[config.mk]
export PLATFORM = sky130hd
export DESIGN_NAME = multicycle_ctrl
export DESIGN_NICKNAME = d
export VERILOG_FILES = /design/src/rtl/multicycle_pkg.sv /design/src/rtl/mc_branch_eval.sv /design/src/rtl/multicycle_ctrl.sv
export SDC_FILE = /design/constraint.sdc
export NUM_CORES = 1
export LEC_CHECK = 0
export CAP_MARGIN = 20
export CORE_ASPECT_RATIO = 0.8
export CORE_MARGIN = 2
export CORE_UTILIZATION = 35
export DETAILED_ROUTE_END_ITERATION = 10
export SLEW_MARGIN = 25
export SYNTH_ARGS = -nofsm -noshare
export SYNTH_HDL_FRONTEND = slang
export SYNTH_HIERARCHICAL = 1
export SYNTH_SLANG_ARGS = --single-unit
[constraint.sdc]
create_clock -name clk -period 2.23 [get_ports clk]
set_input_delay 0.669 -clock clk [delete_from_list [all_inputs] [get_ports clk]]
set_output_delay 0.669 -clock clk [all_outputs]
set_load 0.03 [all_outputs]
[src/rtl/multicycle_pkg.sv]
// Shared encodings for the multicycle RV32I-subset controller: FSM states,
// opcodes, datapath select codes and the per-state control word.
package multicycle_pkg;

    typedef enum logic [3:0] {
        FETCH,
        DECODE,
        MEMADR,
        MEMREAD,
        MEMWB,
        MEMWRITE,
        EXEC_R,
        EXEC_I,
        ALU_WB,
        LUI,
        BRANCH,
        JAL,
        JALR,
        LINK
    } state_t;

    localparam logic [6:0] OP_LOAD   = 7'b0000011;
    localparam logic [6:0] OP_STORE  = 7'b0100011;
    localparam logic [6:0] OP_OP     = 7'b0110011;
    localparam logic [6:0] OP_IMM    = 7'b0010011;
    localparam logic [6:0] OP_LUI    = 7'b0110111;
    localparam logic [6:0] OP_BRANCH = 7'b1100011;
    localparam logic [6:0] OP_JAL    = 7'b1101111;
    localparam logic [6:0] OP_JALR   = 7'b1100111;

    localparam logic [2:0] F3_ADD  = 3'b000;
    localparam logic [2:0] F3_LBU  = 3'b100;
    localparam logic [2:0] F3_SB   = 3'b000;
    localparam logic [2:0] F3_BNE  = 3'b001;
    localparam logic [2:0] F3_BGEU = 3'b111;
    localparam logic [2:0] F3_JALR = 3'b000;

    localparam logic [2:0] ALU_ADD    = 3'b000;
    localparam logic [2:0] ALU_SUB    = 3'b001;
    localparam logic [2:0] ALU_PASS_B = 3'b010;
    localparam logic [2:0] ALU_SLTU   = 3'b011;

    localparam logic [1:0] RES_ALUOUT    = 2'b00;
    localparam logic [1:0] RES_READDATA  = 2'b01;
    localparam logic [1:0] RES_ALURESULT = 2'b10;

    localparam logic [1:0] SRCA_PC    = 2'b00;
    localparam logic [1:0] SRCA_OLDPC = 2'b01;
    localparam logic [1:0] SRCA_RS1   = 2'b10;

    localparam logic [1:0] SRCB_RS2  = 2'b00;
    localparam logic [1:0] SRCB_IMM  = 2'b01;
    localparam logic [1:0] SRCB_FOUR = 2'b10;

    localparam logic [2:0] IMM_I = 3'b000;
    localparam logic [2:0] IMM_S = 3'b001;
    localparam logic [2:0] IMM_B = 3'b010;
    localparam logic [2:0] IMM_U = 3'b011;
    localparam logic [2:0] IMM_J = 3'b100;

    // in_* flags mark states whose strobes are qualified by live inputs
    typedef struct packed {
        logic       pc_write;
        logic       adr_src;
        logic       mem_req;
        logic       mem_write;
        logic       reg_write;
        logic [1:0] alu_src_a;
        logic [1:0] alu_src_b;
        logic [2:0] imm_src;
        logic [1:0] result_src;
        logic [2:0] alu_control;
        logic       in_fetch;
        logic       in_decode;
        logic       in_branch;
    } ctrl_t;

    function automatic ctrl_t state_ctrl(state_t s, logic [6:0] opcode, logic [2:0] branch_alu);
        ctrl_t c;
        c = '0;
        case (s)
            FETCH: begin
                c.mem_req    = 1'b1;
                c.alu_src_a  = SRCA_PC;
                c.alu_src_b  = SRCB_FOUR;
                c.result_src = RES_ALURESULT;
                c.in_fetch   = 1'b1;
            end
            DECODE: begin
                c.alu_src_a = SRCA_OLDPC;
                c.alu_src_b = SRCB_IMM;
                c.in_decode = 1'b1;
            end
            MEMADR: begin
                c.alu_src_a = SRCA_RS1;
                c.alu_src_b = SRCB_IMM;
                c.imm_src   = (opcode == OP_LOAD) ? IMM_I : IMM_S;
            end
            MEMREAD: begin
                c.mem_req = 1'b1;
                c.adr_src = 1'b1;
            end
            MEMWB: begin
                c.reg_write  = 1'b1;
                c.result_src = RES_READDATA;
            end
            MEMWRITE: begin
                c.mem_req   = 1'b1;
                c.mem_write = 1'b1;
                c.adr_src   = 1'b1;
            end
            EXEC_R: begin
                c.alu_src_a = SRCA_RS1;
                c.alu_src_b = SRCB_RS2;
            end
            EXEC_I: begin
                c.alu_src_a = SRCA_RS1;
                c.alu_src_b = SRCB_IMM;
                c.imm_src   = IMM_I;
            end
            ALU_WB: begin
                c.reg_write  = 1'b1;
                c.result_src = RES_ALUOUT;
            end
            LUI: begin
                c.alu_src_b   = SRCB_IMM;
                c.imm_src     = IMM_U;
                c.alu_control = ALU_PASS_B;
                c.result_src  = RES_ALURESULT;
                c.reg_write   = 1'b1;
            end
            BRANCH: begin
                c.alu_src_a   = SRCA_RS1;
                c.alu_src_b   = SRCB_RS2;
                c.alu_control = branch_alu;
                c.result_src  = RES_ALUOUT;
                c.in_branch   = 1'b1;
            end
            JAL: begin
                c.pc_write   = 1'b1;
                c.result_src = RES_ALUOUT;
                c.alu_src_a  = SRCA_OLDPC;
                c.alu_src_b  = SRCB_FOUR;
            end
            JALR: begin
                c.alu_src_a  = SRCA_RS1;
                c.alu_src_b  = SRCB_IMM;
                c.imm_src    = IMM_I;
                c.result_src = RES_ALURESULT;
                c.pc_write   = 1'b1;
            end
            LINK: begin
                c.alu_src_a = SRCA_OLDPC;
                c.alu_src_b = SRCB_FOUR;
            end
            default: ;
        endcase
        return c;
    endfunction

endpackage

[src/rtl/mc_branch_eval.sv]
// Branch condition evaluation: picks the comparison ALU op for bne/bgeu and
// decides taken from the ALU zero flag.
module mc_branch_eval
    import multicycle_pkg::*;
(
    input  logic [2:0] funct3,
    input  logic       zero,
    output logic       taken,
    output logic [2:0] alu_op
);

    always_comb begin
        taken  = 1'b0;
        alu_op = ALU_SUB;
        case (funct3)
            F3_BNE: taken = ~zero;
            // SLTU yields 0 when rs1 >= rs2, so zero=1 means bgeu taken
            F3_BGEU: begin
                alu_op = ALU_SLTU;
                taken  = zero;
            end
            default: ;
        endcase
    end

endmodule

[src/rtl/multicycle_ctrl.sv]
// Multicycle control FSM for the RV32I-subset datapath.
// Optional performance counters are built when MULTICYCLE_PERF_EN is defined.
module multicycle_ctrl
    import multicycle_pkg::*;
#(
    parameter int CNT_W = 32
) (
    input  logic             clk,
    input  logic             rst,
    input  logic [6:0]       opcode,
    input  logic [2:0]       funct3,
    input  logic             zero,
    input  logic             mem_ready,
    output logic             pc_write,
    output logic             ir_write,
    output logic             adr_src,
    output logic             mem_req,
    output logic             mem_write,
    output logic             reg_write,
    output logic [1:0]       alu_src_a,
    output logic [1:0]       alu_src_b,
    output logic [2:0]       imm_src,
    output logic [1:0]       result_src,
    output logic [2:0]       alu_control,
    output logic             illegal
`ifdef MULTICYCLE_PERF_EN
    ,
    output logic [CNT_W-1:0] cycle_count,
    output logic [CNT_W-1:0] instret_count
`endif
);

    if (CNT_W < 1) begin : g_cnt_w_check
        $error("CNT_W must be at least 1");
    end

    state_t     state_q, state_d;
    ctrl_t      ctrl_q, ctrl_d;
    state_t     dispatch;
    logic       legal;
    logic       br_taken;
    logic [2:0] br_alu;

    mc_branch_eval u_branch_eval (
        .funct3 (funct3),
        .zero   (zero),
        .taken  (br_taken),
        .alu_op (br_alu)
    );

    always_comb begin
        legal    = 1'b0;
        dispatch = FETCH;
        case (opcode)
            OP_LOAD:   if (funct3 == F3_LBU)  begin legal = 1'b1; dispatch = MEMADR; end
            OP_STORE:  if (funct3 == F3_SB)   begin legal = 1'b1; dispatch = MEMADR; end
            OP_OP:     if (funct3 == F3_ADD)  begin legal = 1'b1; dispatch = EXEC_R; end
            OP_IMM:    if (funct3 == F3_ADD)  begin legal = 1'b1; dispatch = EXEC_I; end
            OP_LUI:                           begin legal = 1'b1; dispatch = LUI;    end
            OP_BRANCH: if (funct3 == F3_BNE || funct3 == F3_BGEU) begin
                legal    = 1'b1;
                dispatch = BRANCH;
            end
            OP_JAL:                           begin legal = 1'b1; dispatch = JAL;    end
            OP_JALR:   if (funct3 == F3_JALR) begin legal = 1'b1; dispatch = JALR;   end
            default: ;
        endcase
    end

    // Control word is registered from the next state; the in_fetch flag is
    // clear for one cycle after reset so the first request follows release.
    always_comb begin
        state_d = state_q;
        case (state_q)
            FETCH:    if (ctrl_q.in_fetch && mem_ready) state_d = DECODE;
            DECODE:   state_d = dispatch;
            MEMADR:   state_d = (opcode == OP_LOAD) ? MEMREAD : MEMWRITE;
            MEMREAD:  if (mem_ready) state_d = MEMWB;
            MEMWB:    state_d = FETCH;
            MEMWRITE: if (mem_ready) state_d = FETCH;
            EXEC_R:   state_d = ALU_WB;
            EXEC_I:   state_d = ALU_WB;
            ALU_WB:   state_d = FETCH;
            LUI:      state_d = FETCH;
            BRANCH:   state_d = FETCH;
            JAL:      state_d = ALU_WB;
            JALR:     state_d = LINK;
            LINK:     state_d = ALU_WB;
            default:  state_d = FETCH;
        endcase
        ctrl_d = state_ctrl(state_d, opcode, br_alu);
    end

`ifdef MULTICYCLE_PERF_EN
    logic [CNT_W-1:0] cycle_q, cycle_d, instret_q, instret_d;

    always_comb begin
        cycle_d   = cycle_q + CNT_W'(1);
        instret_d = instret_q;
        if (state_d == FETCH && state_q != FETCH && state_q != DECODE) begin
            instret_d = instret_q + CNT_W'(1);
        end
    end

    assign cycle_count   = cycle_q;
    assign instret_count = instret_q;
`endif

    always_ff @(posedge clk or posedge rst) begin
        if (rst) begin
            state_q   <= FETCH;
            ctrl_q    <= '0;
`ifdef MULTICYCLE_PERF_EN
            cycle_q   <= '0;
            instret_q <= '0;
`endif
        end else begin
            state_q   <= state_d;
            ctrl_q    <= ctrl_d;
`ifdef MULTICYCLE_PERF_EN
            cycle_q   <= cycle_d;
            instret_q <= instret_d;
`endif
        end
    end

    assign ir_write    = ctrl_q.in_fetch & mem_ready;
    assign pc_write    = ctrl_q.pc_write | (ctrl_q.in_fetch & mem_ready)
                       | (ctrl_q.in_branch & br_taken);
    assign adr_src     = ctrl_q.adr_src;
    assign mem_req     = ctrl_q.mem_req;
    assign mem_write   = ctrl_q.mem_write;
    assign reg_write   = ctrl_q.reg_write;
    assign alu_src_a   = ctrl_q.alu_src_a;
    assign alu_src_b   = ctrl_q.alu_src_b;
    assign imm_src     = ctrl_q.in_decode ? ((opcode == OP_JAL) ? IMM_J : IMM_B)
                                          : ctrl_q.imm_src;
    assign result_src  = ctrl_q.result_src;
    assign alu_control = ctrl_q.alu_control;
    assign illegal     = ctrl_q.in_decode & ~legal;

endmodule

# After elaboration in Yosys (flattened, before gate mapping)
# Index checks and enable logic that the tools add are counted.
# W data, S select, Z words.
dict set report totals {
  regBits 24
  out_inout_bits 19
  elab_cells 105
}
dict set report op_classes {
  eq_ne 33
  muxes 34
  n_bitwise 7
  n_reduce_logical 17
}
# op n
set ops {}
lappend ops {{$eq A4 B4 Y1 const B} 9}
lappend ops {{$pmux W4 S8} 1}
lappend ops {{$eq A4 B3 Y1 const B} 7}
lappend ops {{$pmux W4 S7} 1}
lappend ops {{$eq A7 B6 Y1 const B} 3}
lappend ops {{$eq A7 B7 Y1 const B} 3}
lappend ops {{$mux W4} 5}
lappend ops {{$eq A4 B2 Y1 const B} 4}
lappend ops {{$pmux W2 S2} 4}
lappend ops {{$mux W3} 5}
lappend ops {{$reduce_or A3 Y1} 5}
lappend ops {{$mux W1} 12}
lappend ops {{$reduce_or A5 Y1} 2}
lappend ops {{$eq A4 B1 Y1 const B} 2}
lappend ops {{$logic_not A4 Y1} 2}
lappend ops {{$reduce_or A4 Y1} 2}
lappend ops {{$eq A7 B2 Y1 const B} 1}
lappend ops {{$eq A7 B5 Y1 const B} 1}
lappend ops {{$eq A3 B3 Y1 const B} 2}
lappend ops {{$mux W2} 3}
lappend ops {{$pmux W3 S2} 1}
lappend ops {{$reduce_or A2 Y1} 3}
lappend ops {{$pmux W1 S4} 1}
lappend ops {{$and A1 B1 Y1} 3}
lappend ops {{other kinds (7)} 9}

# Logic depth before layout (Yosys ltp)
dict set report depth {
  ltp_word 8
  mapped_depth 8
  mapped_depth_nobuf 7
}

# Modules after synthesis
# The synthesis kept the hierarchy.
# mod instances cells_per_inst area_per_inst_um2
set modules_own_cells {}
lappend modules_own_cells {multicycle_ctrl 1 161 1475.2}
lappend modules_own_cells {mc_branch_eval 1 8 48.8}

# Worst setup path before layout
# Ideal clock, no wire load.
dict set report synth_path {
  path_kind {input to output}
  from {input opcode[4]}
  to {output illegal}
  arrival_time_ns 2.069
  slack_ns -0.508
  path_stages 5
  path_buffers 1
  path_cell_list {buf_2 nor3b_1 o2111ai_1 nand2_1 a311oi_1}
}
dict set report synth_via {
  elab_chain_cells 5
}
# item line
set synth_rtl {}
lappend synth_rtl {{start, declared} multicycle_ctrl.sv:10} ;# input logic [6:0] opcode,
lappend synth_rtl {{$eq A7 B7 Y1, or another cell as far along} multicycle_ctrl.sv:54} ;# case (opcode)
lappend synth_rtl {{$reduce_or A4 Y1 (no source line) or $reduce_or A2 Y1 (tied branches)} n/a}
lappend synth_rtl {{$pmux W1 S4 (*)} multicycle_ctrl.sv:54}
lappend synth_rtl {{$not A1 Y1 (*)} multicycle_ctrl.sv:140} ;# assign illegal = ctrl_q.in_decode & ~legal;
lappend synth_rtl {{$and A1 B1 Y1 (*)} multicycle_ctrl.sv:140}
lappend synth_rtl {{end, declared} multicycle_ctrl.sv:25} ;# output logic illegal
# Mark *: on every way between the ends. The rest lies on a longest branch, timed or not.

==> Flow_metrics.wiki <==
{| class="wikitable"
! Metric !! Value
|-
| Worst R2R End || result_src[1]
|-
| Net Sw Power || 313 uW
|-
| Nets || 259
|-
| Count of non-filler cells in the finished layout || 301
|-
| Pin count of the biggest net entering global routing || 24
|-
| Number of antenna violations at the first check in global routing || 0
|-
| Count of clock tree sinks || 23
|-
| Clk root buf || sky130_fd_sc_hd__clkbuf_8
|-
| Placement Rows || 21
|-
| Asr flop ratio synth || 100%
|-
| Area of the core region || 4180 sq um
|-
| Most frequent standard cell in the layout excluding fill and tap cells || sky130_fd_sc_hd__buf_4
|-
| TritonCTS clock tree || built
|-
| Fraction of the yosys area taken by sequential cells || 37.8%
|-
| Die Area || 4900 sq um
|-
| GRT Residual Overflow || 0
|-
| Worst hold slack || 0.640 ns
|-
| Highest clock rate || 417 MHz
|-
| Maximum number of buffers from clock root to sink || 2
|-
| Count of mapped cells out of synthesis || 169
|-
| Final worst-path cycle share || 108%
|-
| Hold-critical path depth || 2
|-
| Clock Pin Slew Worst Setup and Hold Paths || 0.08 ns
|-
| Length of routed met2 wiring || 2320 um
|-
| Number of distinct library cells after synthesis || 56
|-
| Final Slew Violations || 0
|-
| Final worst slack || -0.170 ns
|-
| Max Cap Viol || 0
|-
| Kind of start point of the critical path || primary input
|-
| Setup repair after global routing missed its margin || true
|-
| Post-route clock skew || 0.00684 ns
|-
| Biggest fanout along the worst timing path || 5
|-
| Clock period minus worst slack || 2.40 ns
|-
| Post-synthesis cell area || 1520 sq um
|-
| CTS buffer count || 3
|-
| Total of fill cells in the finished design || 324
|-
| Synthesized net count || 183
|-
| Growth of design area from synthesis to finish || 72.3%
|-
| Status || complete, but fails checks
|-
| Top_reg_cell synth || sky130_fd_sc_hd__dfrtp_1
|-
| Half-perimeter wire length after placement || 3210 um
|-
| Origin of the critical flop-to-flop path || state_q[1]
|-
| Internal power component || 726 uW
|-
| Number of design-rule violations left by the first detailed-router iteration || 92
|-
| Power per standard cell area || 396 nW/um^2
|-
| RD Place Congestion || 0.920
|-
| Signal arrival time at the worst endpoint || 2.56 ns
|-
| Uppermost routed layer || met4
|-
| Worst path required time || 2.39 ns
|-
| Initial standard-cell utilization of the core || 36.5%
|-
| Violations in the final reports || negative setup slack
|-
| Number of enable-type register cells in the synthesized netlist || 0
|-
| Post-synthesis register bit count || 23
|-
| Worst vdd ir || 0.328 mV
|-
| Worst setup slack for register-to-register paths || 0.18 ns
|-
| Clock insertion delay at the later pin of the skew report || 0.27 ns
|-
| Mean cell area of the mapped netlist || 9.02 sq um
|-
| Routed wirelength normalized by instance count || 15.6 um
|-
| Final TNS setup || -1.23 ns
|-
| Vert. Die Dim || 63.0 um
|-
| Global-route wire length before repair || 7360 um
|-
| Number of placed cells counting well taps || 278
|-
| Critical path type || primary input to register
|-
| Clock power frac || 24.7%
|-
| Ports placed on the boundary || 33
|-
| Hold crit path type || register to register
|-
| Switching Share || 30.1%
|-
| Router iterations before antenna repair || 4
|-
| Count of input and output buffers || 32
|-
| Drt via density || 5.18
|-
| Synthesis Warnings || 6
|-
| Chip width || 77.8 um
|-
| Number of global-route vias before repair || 1554
|-
| Met1 wire length || 2170 um
|-
| Hold path startpoint || state_q[2]
|-
| Combinational Power Share || 32.6%
|-
| Static leakage power || 0.00115 uW
|-
| Fraction of final layout cells sized beyond drive strength 1 || 54.1%
|-
| Crit. End Element || register
|-
| Length of routed met3 wiring || 139 um
|-
| Hold endpoint || alu_src_b[1]
|-
| DRC violations left || 0
|-
| Proportion of power drawn by flip-flops and latches || 42.7%
|-
| R2r worst-path depth || 9
|-
| Number of H-tree levels || 1
|-
| Final Routed Wirelength || 4690 um
|-
| End-of-flow core utilization || 62.9%
|-
| Commonest cells after routing, fill and taps aside || sky130_fd_sc_hd__buf_4 (47), sky130_fd_sc_hd__dfrtp_1 (23), sky130_fd_sc_hd__buf_6 (18)
|-
| Combined global-route utilization of all metal layers || 18.8%
|-
| Total of endpoints with negative setup slack in the final report || 15
|-
| Antenna fix cells || 0
|-
| Hold Fails Final Rpt || 0
|-
| Count of antenna-violating nets left after detailed routing || 0
|-
| Total number of vias || 1559
|}
[stage by stage]
stage          total power, uW  worst slack (ns)  instance area [sq um]
2_1_floorplan              605           -0.0753                   1580
3_3_place_gp               706            -0.664                   2120
3_5_place_dp               711            -0.754                   2120
4_1_cts                    996            -0.185                   2380
5_1_grt                   1080            -0.203                   2630
6_report                  1040            -0.170                   2630
[cells in the mapped netlist (3+ instances only)]
cell type                   instances  share of area, %
sky130_fd_sc_hd__dfrtp_1           23                38
sky130_fd_sc_hd__nor2_1            14               3.4
sky130_fd_sc_hd__nand3_1           12               3.9
sky130_fd_sc_hd__buf_4             11               5.4
sky130_fd_sc_hd__nand2_1           10               2.5
sky130_fd_sc_hd__nor3_1             7               2.3
sky130_fd_sc_hd__o211ai_1           6               3.0
sky130_fd_sc_hd__a21oi_1            5               1.6
sky130_fd_sc_hd__buf_2              5               1.6
sky130_fd_sc_hd__nand4_1            5               2.1
sky130_fd_sc_hd__o21ai_0            5               1.6
sky130_fd_sc_hd__a211o_1            4               2.3
sky130_fd_sc_hd__inv_1              4              0.98
sky130_fd_sc_hd__nor2b_1            4               1.6
sky130_fd_sc_hd__nor3b_1            3               1.5
sky130_fd_sc_hd__o2111ai_1          3               1.7
[logic make-up after synthesis]
group | after synthesis | synth area share (%)
simple gates | 76 | 29.6
compound gates | 40 | 20.9
buf+inv | 26 | 10.0
flops | 23 | 37.8
xor+xnor | 2 | 1.15
other cells | 2 | 0.493
[worst max-delay path by stage]
stage,depth (start not counted),startpoint,end
final,12,opcode[3],result_src[1]
after global routing,12,opcode[3],result_src[1]
after CTS,6,opcode[6],illegal
after detailed placement,6,opcode[4],illegal
after global placement,6,opcode[4],illegal
after floorplan,5,opcode[4],illegal
[cell type report]
cell class              count  area [sq um]  share of cell area (%)
inverters                   6          22.5                   0.858
clock inverters             1          5.00                   0.191
well taps                  57          71.3                    2.72
multi-input cells         120          1080                    41.0
repair buffers             91           835                    31.8
flip-flops and latches     23           576                    21.9
clock buffers               3          41.3                    1.57
[per-layer routing]
layer,vias to the layer above,track usage (%)
met5,-,0
met4,0,3.57
met3,9,3.03
met2,35,31.0
met1,760,26.2
li1,755,-
[critical path: stages]
cell and delay [ns]:
sky130_fd_sc_hd__buf_8 0.10, sky130_fd_sc_hd__buf_4 0.14, sky130_fd_sc_hd__buf_6 0.13, sky130_fd_sc_hd__nor4_4 0.20, sky130_fd_sc_hd__buf_4 0.17, sky130_fd_sc_hd__nand4_1 0.15, sky130_fd_sc_hd__a221oi_4 0.35, sky130_fd_sc_hd__buf_6 0.16
sky130_fd_sc_hd__nor2_4 0.06, sky130_fd_sc_hd__inv_2 0.12, sky130_fd_sc_hd__nor3_2 0.06, sky130_fd_sc_hd__a32o_2 0.26
[state kept, by name, summed over array words and instances (netlist names), 2 cells and up]
register and cells:
state_q 4, alu_src_b 2, alu_control 3, ctrl_q 6, result_src 2, alu_src_a 2
[power by group through the flow]
| stage | logic [uW] | clock network [uW] | registers (uW) |
|---|---|---|---|
| after floorplan | 155 | 0 | 450 |
| after global placement | 256 | 0 | 450 |
| after detailed placement | 260 | 0 | 451 |
| after CTS | 293 | 260 | 443 |
| after global routing | 362 | 274 | 446 |
| final | 339 | 257 | 443 |
[repair_timing]
item	CTS	global route
gates resized for setup	86	44
hold buffers	0	0
cloned	0	0
pin swaps	21	29
endpoints found under the setup margin	25	21
buffers inserted	10	11
Note: power is estimated with default switching activity, not from simulation.
